[src/rtl/ch77_restart_poller.sv]
// Channel 77 restart-monitor poller: periodically reads the nine AGC alarm bits over the monitor bus.
// Optional CH77_AUTOCLEAR_EN adds a write-clear (MWCH) phase after any nonzero read.
module ch77_restart_poller #(
  parameter int POLL_DIV = 1024,
  parameter int PULSE_W  = 4
) (
  input  logic       SIM_CLK,
  input  logic       SIM_RST,
  input  logic       poll_en,
  input  logic       poll_now,
  input  logic       sticky_clr,
  input  logic       MDT01,
  input  logic       MDT02,
  input  logic       MDT03,
  input  logic       MDT04,
  input  logic       MDT05,
  input  logic       MDT06,
  input  logic       MDT07,
  input  logic       MDT08,
  input  logic       MDT09,
  output logic       MWL01,
  output logic       MWL02,
  output logic       MWL03,
  output logic       MWL04,
  output logic       MWL05,
  output logic       MWL06,
  output logic       MWSG,
  output logic       MT01,
  output logic       MRCH,
  output logic       MWCH,
  output logic       MT12,
  output logic       busy,
  output logic [8:0] alarm_word,
  output logic       alarm_valid,
  output logic [8:0] alarm_sticky
);

  typedef enum logic [2:0] {
    S_IDLE,
    S_SETUP,
    S_SEL,
    S_RD,
`ifdef CH77_AUTOCLEAR_EN
    S_CLR,
`endif
    S_END
  } state_t;

  localparam logic [15:0] DIV_LAST = 16'(POLL_DIV - 1);
  localparam logic [3:0]  PH_LAST  = 4'(PULSE_W - 1);

  state_t      r_state;
  state_t      w_next;
  logic [15:0] r_cnt;
  logic [3:0]  r_phase;
  logic        r_addr;
  logic        r_mt01;
  logic        r_mrch;
  logic        r_mt12;
  logic        r_busy;
  logic [8:0]  r_word;
  logic        r_valid;
  logic [8:0]  r_sticky;
  logic [8:0]  w_mdt;
  logic        w_phase_done;
  logic        w_capture;

  assign w_mdt        = {MDT09, MDT08, MDT07, MDT06, MDT05, MDT04, MDT03, MDT02, MDT01};
  assign w_phase_done = (r_phase == 4'd0);
  assign w_capture    = (r_state == S_RD) && w_phase_done;

  always_comb begin
    w_next = r_state;
    case (r_state)
      S_IDLE:  if ((poll_en && r_cnt == DIV_LAST) || poll_now) w_next = S_SETUP;
      S_SETUP: w_next = S_SEL;
      S_SEL:   if (w_phase_done) w_next = S_RD;
`ifdef CH77_AUTOCLEAR_EN
      S_RD:    if (w_phase_done) w_next = (w_mdt != 9'd0) ? S_CLR : S_END;
      S_CLR:   if (w_phase_done) w_next = S_END;
`else
      S_RD:    if (w_phase_done) w_next = S_END;
`endif
      S_END:   if (w_phase_done) w_next = S_IDLE;
      default: w_next = S_IDLE;
    endcase
  end

  // Outputs are registered from the next state so each strobe lines up with its state.
  always_ff @(posedge SIM_CLK or posedge SIM_RST) begin
    if (SIM_RST) begin
      r_state  <= S_IDLE;
      r_cnt    <= 16'd0;
      r_phase  <= 4'd0;
      r_addr   <= 1'b0;
      r_mt01   <= 1'b0;
      r_mrch   <= 1'b0;
      r_mt12   <= 1'b0;
      r_busy   <= 1'b0;
      r_word   <= 9'd0;
      r_valid  <= 1'b0;
      r_sticky <= 9'd0;
    end else begin
      r_state <= w_next;
      r_cnt   <= (r_state == S_IDLE && w_next == S_IDLE) ? r_cnt + 16'd1 : 16'd0;
      if (w_next != r_state)
        r_phase <= PH_LAST;
      else if (!w_phase_done)
        r_phase <= r_phase - 4'd1;
`ifdef CH77_AUTOCLEAR_EN
      r_addr  <= (w_next == S_SETUP) || (w_next == S_SEL) || (w_next == S_RD) || (w_next == S_CLR);
`else
      r_addr  <= (w_next == S_SETUP) || (w_next == S_SEL) || (w_next == S_RD);
`endif
      r_mt01  <= (w_next == S_SEL);
      r_mrch  <= (w_next == S_RD);
      r_mt12  <= (w_next == S_END);
      r_busy  <= (w_next != S_IDLE);
      r_valid <= w_capture;
      if (w_capture) begin
        r_word   <= w_mdt;
        r_sticky <= sticky_clr ? w_mdt : (r_sticky | w_mdt);
      end else if (sticky_clr) begin
        r_sticky <= 9'd0;
      end
    end
  end

`ifdef CH77_AUTOCLEAR_EN
  logic r_mwch;
  always_ff @(posedge SIM_CLK or posedge SIM_RST) begin
    if (SIM_RST) r_mwch <= 1'b0;
    else         r_mwch <= (w_next == S_CLR);
  end
  assign MWCH = r_mwch;
`else
  assign MWCH = 1'b0;
`endif

  assign {MWL06, MWL05, MWL04, MWL03, MWL02, MWL01} = {6{r_addr}};
  assign MWSG         = r_addr;
  assign MT01         = r_mt01;
  assign MRCH         = r_mrch;
  assign MT12         = r_mt12;
  assign busy         = r_busy;
  assign alarm_word   = r_word;
  assign alarm_valid  = r_valid;
  assign alarm_sticky = r_sticky;

endmodule

[config.mk]
export PLATFORM = sky130hd
export DESIGN_NAME = ch77_restart_poller
export DESIGN_NICKNAME = d
export VERILOG_FILES = /design/src/rtl/ch77_restart_poller.sv
export SDC_FILE = /design/constraint.sdc
export NUM_CORES = 1
export LEC_CHECK = 0
export ABC_CLOCK_PERIOD_IN_PS = 5480
export CAP_MARGIN = 30
export CORE_UTILIZATION = 29
export DETAILED_ROUTE_END_ITERATION = 16
export SYNTH_ARGS = -nofsm -noshare
export SYNTH_HDL_FRONTEND = slang
export SYNTH_SLANG_ARGS = --single-unit
export TNS_END_PERCENT = 50
[constraint.sdc]
create_clock -name SIM_CLK -period 5.48 [get_ports SIM_CLK]
set_input_delay 0.822 -clock SIM_CLK [delete_from_list [all_inputs] [get_ports SIM_CLK]]
set_output_delay 0.822 -clock SIM_CLK [all_outputs]
set_load 0.05 [all_outputs]
==> impl_metrics.json, run 1 <==
{
  "outcome": "finished clean",
  "grtUsageTotal": 0.1223,
  "core_um2": 6869,
  "initial_core_util": 0.3031,
  "synth_top_cell_by_area": "dfrtp_1",
  "r2r_slack_ps": 3180,
  "setup_viol": 0,
  "crit_required_ps": 4660,
  "min_period_ps": 2381,
  "syn2layout_area_growth_pct": 28.19,
  "maxSlewHeadroom": 0.4902,
  "cp-end-kind": "primary output",
  "io_pins": 45,
  "r2r_end": "alarm_sticky[2]",
  "clk_pin_slew_ps": 80,
  "grt_overflow": 0,
  "crit_start": "MWL01",
  "synthTopCellsByArea": "dfrtp_1, nand2_1, xnor2_1",
  "crit_family": "buffers and inverters",
  "cts_tree": "done",
  "cts_setup_buffers": 0,
  "route.detailed.drc": 0,
  "cp_slowest_stage_delay_ps": 830,
  "cp_slowest_cell": "clkdlybuf4s50_1",
  "ctsHoldBuffers": 0,
  "layout_common_cells": "dfrtp_1, clkdlybuf4s50_1, nand2_1, inv_1, xnor2_1",
  "cts_resized": 0,
  "avgSynthCellArea_um2": 10.16,
  "grt_pass1_wl_um": 7162,
  "htree_levels": 2,
  "synth_top_area_frac": 0.5649,
  "crit_path_end": "MWL05",
  "cts.sinks": 47,
  "yosysSeqAreaShare": 0.5649,
  "skew_ps": 5.901,
  "fmax_mhz": 419.9,
  "async_flop_share": 1.000,
  "antenna_left": 0,
  "rows": 30,
  "fin_crit_sh": 0.4346,
  "finalNetCount": 263,
  "synth-edff-count": 0,
  "multi_input_area_um2": 778.2,
  "cp-start-kind": "register",
  "dpl_cell_area_um2": 2585,
  "fp.dieArea_um2": 7522,
  "criticalPathCategory": "register to primary output",
  "synth_fp_nets": 221,
  "first_pass_iters": 4,
  "gp_congestion": 0.7022,
  "p_leak_nw": 1.150,
  "path_depth": 1,
  "vdd_drop_max_mv": 0.2755,
  "critPathArrivalTime_ps": 1560,
  "drv_slew": 0,
  "portBuffers": 43,
  "chipHeight_um": 86.73,
  "fill_cells": 668,
  "drt_iter0_markers": 109,
  "hold_viol": 0,
  "viasPerCell": 4.346,
  "critPathBufInv": 1,
  "grt_pass1_vias": 1490,
  "antenna_found_initial": 0,
  "p_per_area_nw_per_um2": 492.0,
  "worstSkewPairLatency_ps": 300,
  "synth_cell_types": 34,
  "cts_inserted_buffers": 5,
  "worst_r2r_startpoint": "r_phase[0]",
  "ff2ff_path_depth": 7,
  "place_ws_ps": 3141,
  "crit_fanout": 7,
  "grt_max_degree": 29,
  "fin_tns_setup_ps": 0,
  "synth_flop_cell": "dfrtp_1",
  "vias": 1495,
  "worst-slew-pin-transition_ps": 758.8,
  "drive_gt1_frac": 0.1169,
  "dpl.hpwl_um": 2803,
  "wirelength_um": 4019,
  "rsz0062_at_grt": "no",
  "max-cap-violations": 0,
  "final_cell_area_um2": 2669,
  "die_w_um": 86.73,
  "hold_slack_ps": 476.7,
  "synth_seq_cells": 47,
  "hold_path.class": "register to register",
  "antenna_cells": 0,
  "setup_ws_ps": 3099,
  "synth_cells": 205,
  "regArea_um2": 1176,
  "final_common_cell": "dfrtp_1",
  "routedWlPerCell_um": 11.68,
  "synth_area_um2": 2082,
  "ctsRootBufferMaster": "clkbuf_8",
  "clockBufferDepth": 2,
  "synth_warnings": 0,
  "crit_chain": "clkdlybuf4s50_1"
}
## worst min-delay path by stage
stage / startpoint / to / cells past startpoint
2_1_floorplan: r_cnt[0] / r_cnt[0] / 1
3_3_place_gp: alarm_word[2] / alarm_word[2] / 2
3_5_place_dp: alarm_word[2] / alarm_word[2] / 2
4_1_cts: alarm_word[2] / alarm_word[2] / 2
5_1_grt: alarm_word[2] / alarm_word[2] / 2
6_report: alarm_word[2] / alarm_word[2] / 2
## worst reg2reg max path: cells and delay by family (launching register included)
family	cells	cell delay (ps)
buffers and inverters	2	460
DFF	1	390
AOI/OAI and AO/OA	1	80
adders and majority gates	1	230
and+or+nand+nor	3	1070
## cells in the mapped netlist, drive strengths merged, types with 2 or more instances
cell type and instances:
inv 16, o21ai 12, xor2 2, ha 2, a21oi 4, nor2 22, nand4 4, xnor2 13
nor3 6, nand3 7, nor4 4, or3 2, nand2 38, mux2 2, dfrtp 47, buf 8
nand2b 4
## through the flow
step,power [mW],utilization,instances
floorplan,0.9427,-,205
global placement,1.113,0.3734,335
detailed placement,1.121,0.3763,336
CTS,1.330,0.3885,344
global route,1.394,0.3885,344
finish,1.313,0.3885,344
## cells by family after synthesis
group | share of synthesized area
other | 0.001801
muxes | 0.01082
buffers and inverters | 0.06129
xor gates and xnor gates | 0.06310
adders and majority gates | 0.01202
DFF | 0.5649
AOI/OAI and AO/OA | 0.06370
and+or+nand+nor | 0.2223
## flip-flops by register name (all words and copies together) (netlist names)
name / flops
MRCH: 1
MT01: 1
MT12: 1
MWL01: 1
alarm_sticky: 9
alarm_valid: 1
alarm_word: 9
busy: 1
r_cnt: 16
r_phase: 4
r_state: 3
## power by group
group | total, mW | switching, mW | internal (mW) | leakage, nW
Sequential | 0.482 | 0.0557 | 0.426 | 0.611
Clock | 0.202 | 0.115 | 0.0875 | 0.0477
Combinational | 0.629 | 0.417 | 0.212 | 0.491
Total | 1.31 | 0.587 | 0.726 | 1.15
## layout make-up
| cell class | count | area share |
|---|---|---|
| Inverter | 16 | 0.02250 |
| Clock buffer | 5 | 0.02579 |
| Timing Repair Buffer | 44 | 0.1688 |
| Tap cell | 96 | 0.04501 |
| Multi-Input combinational cell | 133 | 0.2916 |
| Sequential cell | 47 | 0.4407 |
| Clock inverter | 3 | 0.005626 |
## layer usage
layer / global-route usage / share of wire / vias to the layer above
met2: 0.1854 / 0.45 / 35
met3: 0.03429 / 0.052 / 5
li1: - / - / 748
met5: 0 / 0 / -
met1: 0.1684 / 0.49 / 707
met4: 0.04091 / 0.0090 / 0
(Power assumes the default switching activity.)
==> inputs of run 2 (changes only) <==
Settings changed: ABC_CLOCK_PERIOD_IN_PS 5480 to 1950.
Clock period 5.48 ns to 1.95 ns, I/O delays scaled along.
==> impl_metrics.json, run 2 (same netlist as run 1, synthesis figures left out) <==
{
  "outcome": "finished clean",
  "core_um2": 6869,
  "largest_reg_flops": 16,
  "gp_congestion": 0.7755,
  "ctsRootBufferMaster": "clkbuf_8",
  "clk_pin_slew_ps": 90,
  "antenna_found_initial": 0,
  "die_w_um": 86.73,
  "criticalPathCategory": "register to primary output",
  "min_period_ps": 1845,
  "rsz0062_at_grt": "no",
  "cp_slowest_cell": "clkdlybuf4s50_1",
  "crit_family": "buffers and inverters",
  "viasPerCell": 4.269,
  "hold_path.class": "primary input to asynchronous set/reset pin",
  "cts.sinks": 47,
  "vdd_drop_max_mv": 0.5302,
  "antenna_cells": 0,
  "wirelength_um": 4008,
  "p_leak_nw": 1.183,
  "layout_common_cells": "dfrtp_1, clkdlybuf4s50_1, nand2_1, inv_1, xnor2_1",
  "setup_viol": 0,
  "grt_pass1_vias": 1546,
  "finalNetCount": 270,
  "crit_required_ps": 1660,
  "io_pins": 45,
  "p_per_area_nw_per_um2": 1373,
  "grt_pass1_wl_um": 7134,
  "fmax_mhz": 541.9,
  "hold_slack_ps": 306.3,
  "first_pass_iters": 4,
  "critPathBufInv": 1,
  "cp-start-kind": "register",
  "clockBufferDepth": 2,
  "ctsHoldBuffers": 0,
  "critPathArrivalTime_ps": 1550,
  "place_ws_ps": 145.9,
  "cts_resized": 0,
  "cts_inserted_buffers": 5,
  "worstSkewPairLatency_ps": 290,
  "skew_ps": 5.529,
  "initial_core_util": 0.3031,
  "grtUsageTotal": 0.1216,
  "fp.dieArea_um2": 7522,
  "antenna_left": 0,
  "cp_slowest_stage_delay_ps": 830,
  "max-cap-violations": 0,
  "drt_iter0_markers": 60,
  "routedWlPerCell_um": 11.45,
  "crit_chain": "clkdlybuf4s50_1",
  "drv_slew": 0,
  "rows": 30,
  "chipHeight_um": 86.73,
  "vias": 1494,
  "maxSlewHeadroom": 0.6494,
  "cts_tree": "done",
  "r2r_slack_ps": 180,
  "portBuffers": 43,
  "top_register": "r_cnt",
  "cts_setup_buffers": 0,
  "htree_levels": 2,
  "final_common_cell": "dfrtp_1",
  "route.detailed.drc": 0,
  "grt_overflow": 0,
  "worst-slew-pin-transition_ps": 524.3,
  "fin_tns_setup_ps": 0,
  "syn2layout_area_growth_pct": 30.89,
  "dpl.hpwl_um": 2833,
  "fill_cells": 701,
  "grt_max_degree": 29,
  "setup_ws_ps": 104.7,
  "hold_viol": 0,
  "cp-end-kind": "primary output",
  "crit_fanout": 7,
  "fin_crit_sh": 0.9463,
  "drive_gt1_frac": 0.1378
}
[run 2: cell types whose count changed in the layout (fill, tap and decap cells not counted), sizes merged]
cell	before	now
buf	1	8
clkinv	3	1
clkbuf	5	6
[run 2: stage by stage]
step                      power, mW  std cells  utilization  cell area (um^2)
after floorplan               2.649        205            -              2082
after global placement        3.162        343       0.3840              2638
after detailed placement      3.175        343       0.3840              2638
after CTS                     3.797        350       0.3967              2725
after global routing          3.972        350       0.3967              2725
final                         3.742        350       0.3967              2725
[run 2: cell type report]
| cell class | count | area (um^2) | share of cell area |
|---|---|---|---|
| Multi-Input combinational cell | 133 | 778.2 | 0.2856 |
| Clock inverter | 1 | 5.005 | 0.001837 |
| Inverter | 16 | 60.06 | 0.02204 |
| Tap cell | 96 | 120.1 | 0.04408 |
| Timing Repair Buffer | 51 | 503.0 | 0.1846 |
| Sequential cell | 47 | 1176 | 0.4316 |
| Clock buffer | 6 | 82.58 | 0.03030 |
[run 2: metal layers]
metal | GRT usage | routed length, um | up-vias
met5 | 0 | 0 | -
met4 | 0.03182 | 35 | 0
li1 | - | - | 756
met1 | 0.1529 | 1985 | 693
met3 | 0.04095 | 238 | 5
met2 | 0.2006 | 1749 | 40
[run 2: path summary, 6_finish.rpt]
path	start	to	cells past startpoint
worst max-delay path	MWL01	MWL05	1
worst min-delay path	SIM_RST	alarm_word[8]	2
worst max register to register	r_cnt[11]	r_cnt[3]	4
worst min register to register	alarm_word[3]	alarm_word[3]	2
max in group asynchronous	SIM_RST	r_state[0]	3
min in group SIM_CLK	alarm_word[3]	alarm_word[3]	2
[run 2: where the power goes]
group / switching (mW) / leakage, nW / internal [mW]
Combinational: 1.18 / 0.525 / 0.621
Sequential: 0.149 / 0.611 / 1.20
Clock: 0.320 / 0.0470 / 0.279
==> inputs of run 3 (changes only) <==
Settings changed: CORE_UTILIZATION 29 to 45, PLACE_DENSITY set to 0.75.
==> impl_metrics.json, run 3 (same netlist as run 1, synthesis figures left out) <==
{
  "outcome": "finished clean",
  "ctsRootBufferMaster": "clkbuf_8",
  "min_period_ps": 1864,
  "antenna_cells": 0,
  "critPathArrivalTime_ps": 1570,
  "fin_tns_setup_ps": 0,
  "cp-start-kind": "register",
  "crit_required_ps": 1660,
  "switching_share": 0.4140,
  "drive_gt1_frac": 0.1339,
  "viasPerCell": 4.954,
  "crit_start": "MWL01",
  "multi_input_area_um2": 778.2,
  "fp.dieArea_um2": 4903,
  "chipHeight_um": 70.02,
  "skew_ps": 9.947,
  "crit_chain": "clkdlybuf4s50_1",
  "crit_path_end": "MWL06",
  "regArea_um2": 1176,
  "io_pins": 45,
  "cts_inserted_buffers": 5,
  "final_common_cell": "dfrtp_1",
  "dpl.hpwl_um": 2717,
  "cts_tree": "done",
  "fill_cells": 370,
  "largest_reg_flops": 16,
  "clk_pin_slew_ps": 90,
  "maxSlewHeadroom": 0.6552,
  "r2r_end": "r_phase[0]",
  "path_depth": 1,
  "rows": 24,
  "dpl_cell_area_um2": 2575,
  "critPathBufInv": 1,
  "p_switching_mw": 1.647,
  "ff2ff_path_depth": 4,
  "intPower_mw": 2.332,
  "finalNetCount": 269,
  "drv_slew": 0,
  "portBuffers": 43,
  "grtUsageTotal": 0.1756,
  "hold_path.class": "primary input to asynchronous set/reset pin",
  "cp-end-kind": "primary output",
  "final_cell_area_um2": 2708,
  "cp_slowest_stage_delay_ps": 840,
  "p_per_area_nw_per_um2": 1470,
  "initial_core_util": 0.4717,
  "gp_congestion": 0.7946,
  "fin_crit_sh": 0.9560,
  "route.detailed.drc": 0,
  "antenna_left": 0,
  "htree_levels": 2,
  "grt_pass1_wl_um": 6768,
  "cts.sinks": 47,
  "wirelength_um": 3896,
  "grt_pass1_vias": 1502,
  "worst_r2r_startpoint": "r_cnt[10]",
  "r2r_slack_ps": 100,
  "grt_max_degree": 48,
  "top_register": "r_cnt",
  "first_pass_iters": 4,
  "ctsHoldBuffers": 0,
  "vdd_drop_max_mv": 0.8995,
  "cts_setup_buffers": 0,
  "place_ws_ps": 121.9,
  "antenna_found_initial": 0,
  "combPwrFrac": 0.453,
  "syn2layout_area_growth_pct": 30.05,
  "fin_util": 0.6134,
  "max-cap-violations": 0,
  "core_um2": 4414,
  "layout_common_cells": "dfrtp_1, clkdlybuf4s50_1, nand2_1, inv_1, xnor2_1",
  "p_leak_nw": 1.196,
  "routedWlPerCell_um": 12.73,
  "drt_iter0_markers": 67,
  "crit_fanout": 7,
  "p_clk_frac": 0.207,
  "clockBufferDepth": 2,
  "crit_family": "buffers and inverters",
  "worstSkewPairLatency_ps": 300,
  "die_w_um": 70.02,
  "rsz0062_at_grt": "no",
  "cts_resized": 0,
  "setup_ws_ps": 85.86,
  "criticalPathCategory": "register to primary output",
  "seqPwrFrac": 0.339,
  "vias": 1516,
  "hold_slack_ps": 337.7,
  "hold_viol": 0,
  "fmax_mhz": 536.4,
  "setup_viol": 0,
  "cp_slowest_cell": "clkdlybuf4s50_1",
  "worst-slew-pin-transition_ps": 515.5,
  "grt_overflow": 0
}
-- run 3: layout make-up --
| cell class | count | area share |
|---|---|---|
| Clock buffer | 6 | 0.02680 |
| Clock inverter | 2 | 0.02218 |
| Inverter | 16 | 0.02218 |
| Multi-Input combinational cell | 133 | 0.2874 |
| Sequential cell | 47 | 0.4344 |
| Tap cell | 52 | 0.02403 |
| Timing Repair Buffer | 50 | 0.1830 |
-- run 3: worst min path at each step --
stage,to,cells past startpoint,startpoint
floorplan,alarm_sticky[1],1,sticky_clr
global placement,alarm_word[4],2,alarm_word[4]
detailed placement,alarm_word[2],2,alarm_word[2]
CTS,r_cnt[12],3,SIM_RST
global route,alarm_word[5],3,SIM_RST
finish,r_cnt[12],3,SIM_RST
-- run 3: routing by layer --
| metal | share of wire | vias up | GRT usage |
|---|---|---|---|
| met5 | 0 | - | 0 |
| met2 | 0.48 | 35 | 0.2874 |
| met3 | 0.054 | 7 | 0.05483 |
| li1 | - | 757 | - |
| met4 | 0.014 | 0 | 0.06000 |
| met1 | 0.45 | 717 | 0.2205 |
-- run 3: power by group through the flow --
| stage | clock network [mW] | logic, mW | registers (mW) |
|---|---|---|---|
| after floorplan | 0 | 0.720 | 1.93 |
| after global placement | 0 | 1.79 | 1.36 |
| after detailed placement | 0 | 1.82 | 1.36 |
| after CTS | 0.854 | 1.82 | 1.35 |
| after global routing | 0.888 | 1.91 | 1.38 |
| final | 0.825 | 1.80 | 1.35 |
-- run 3: stage by stage --
stage                     total power [mW]  std cells
final                                3.979        306
after global routing                 4.177        306
after CTS                            4.024        306
after detailed placement             3.181        298
after global placement               3.148        298
after floorplan                      2.649        205
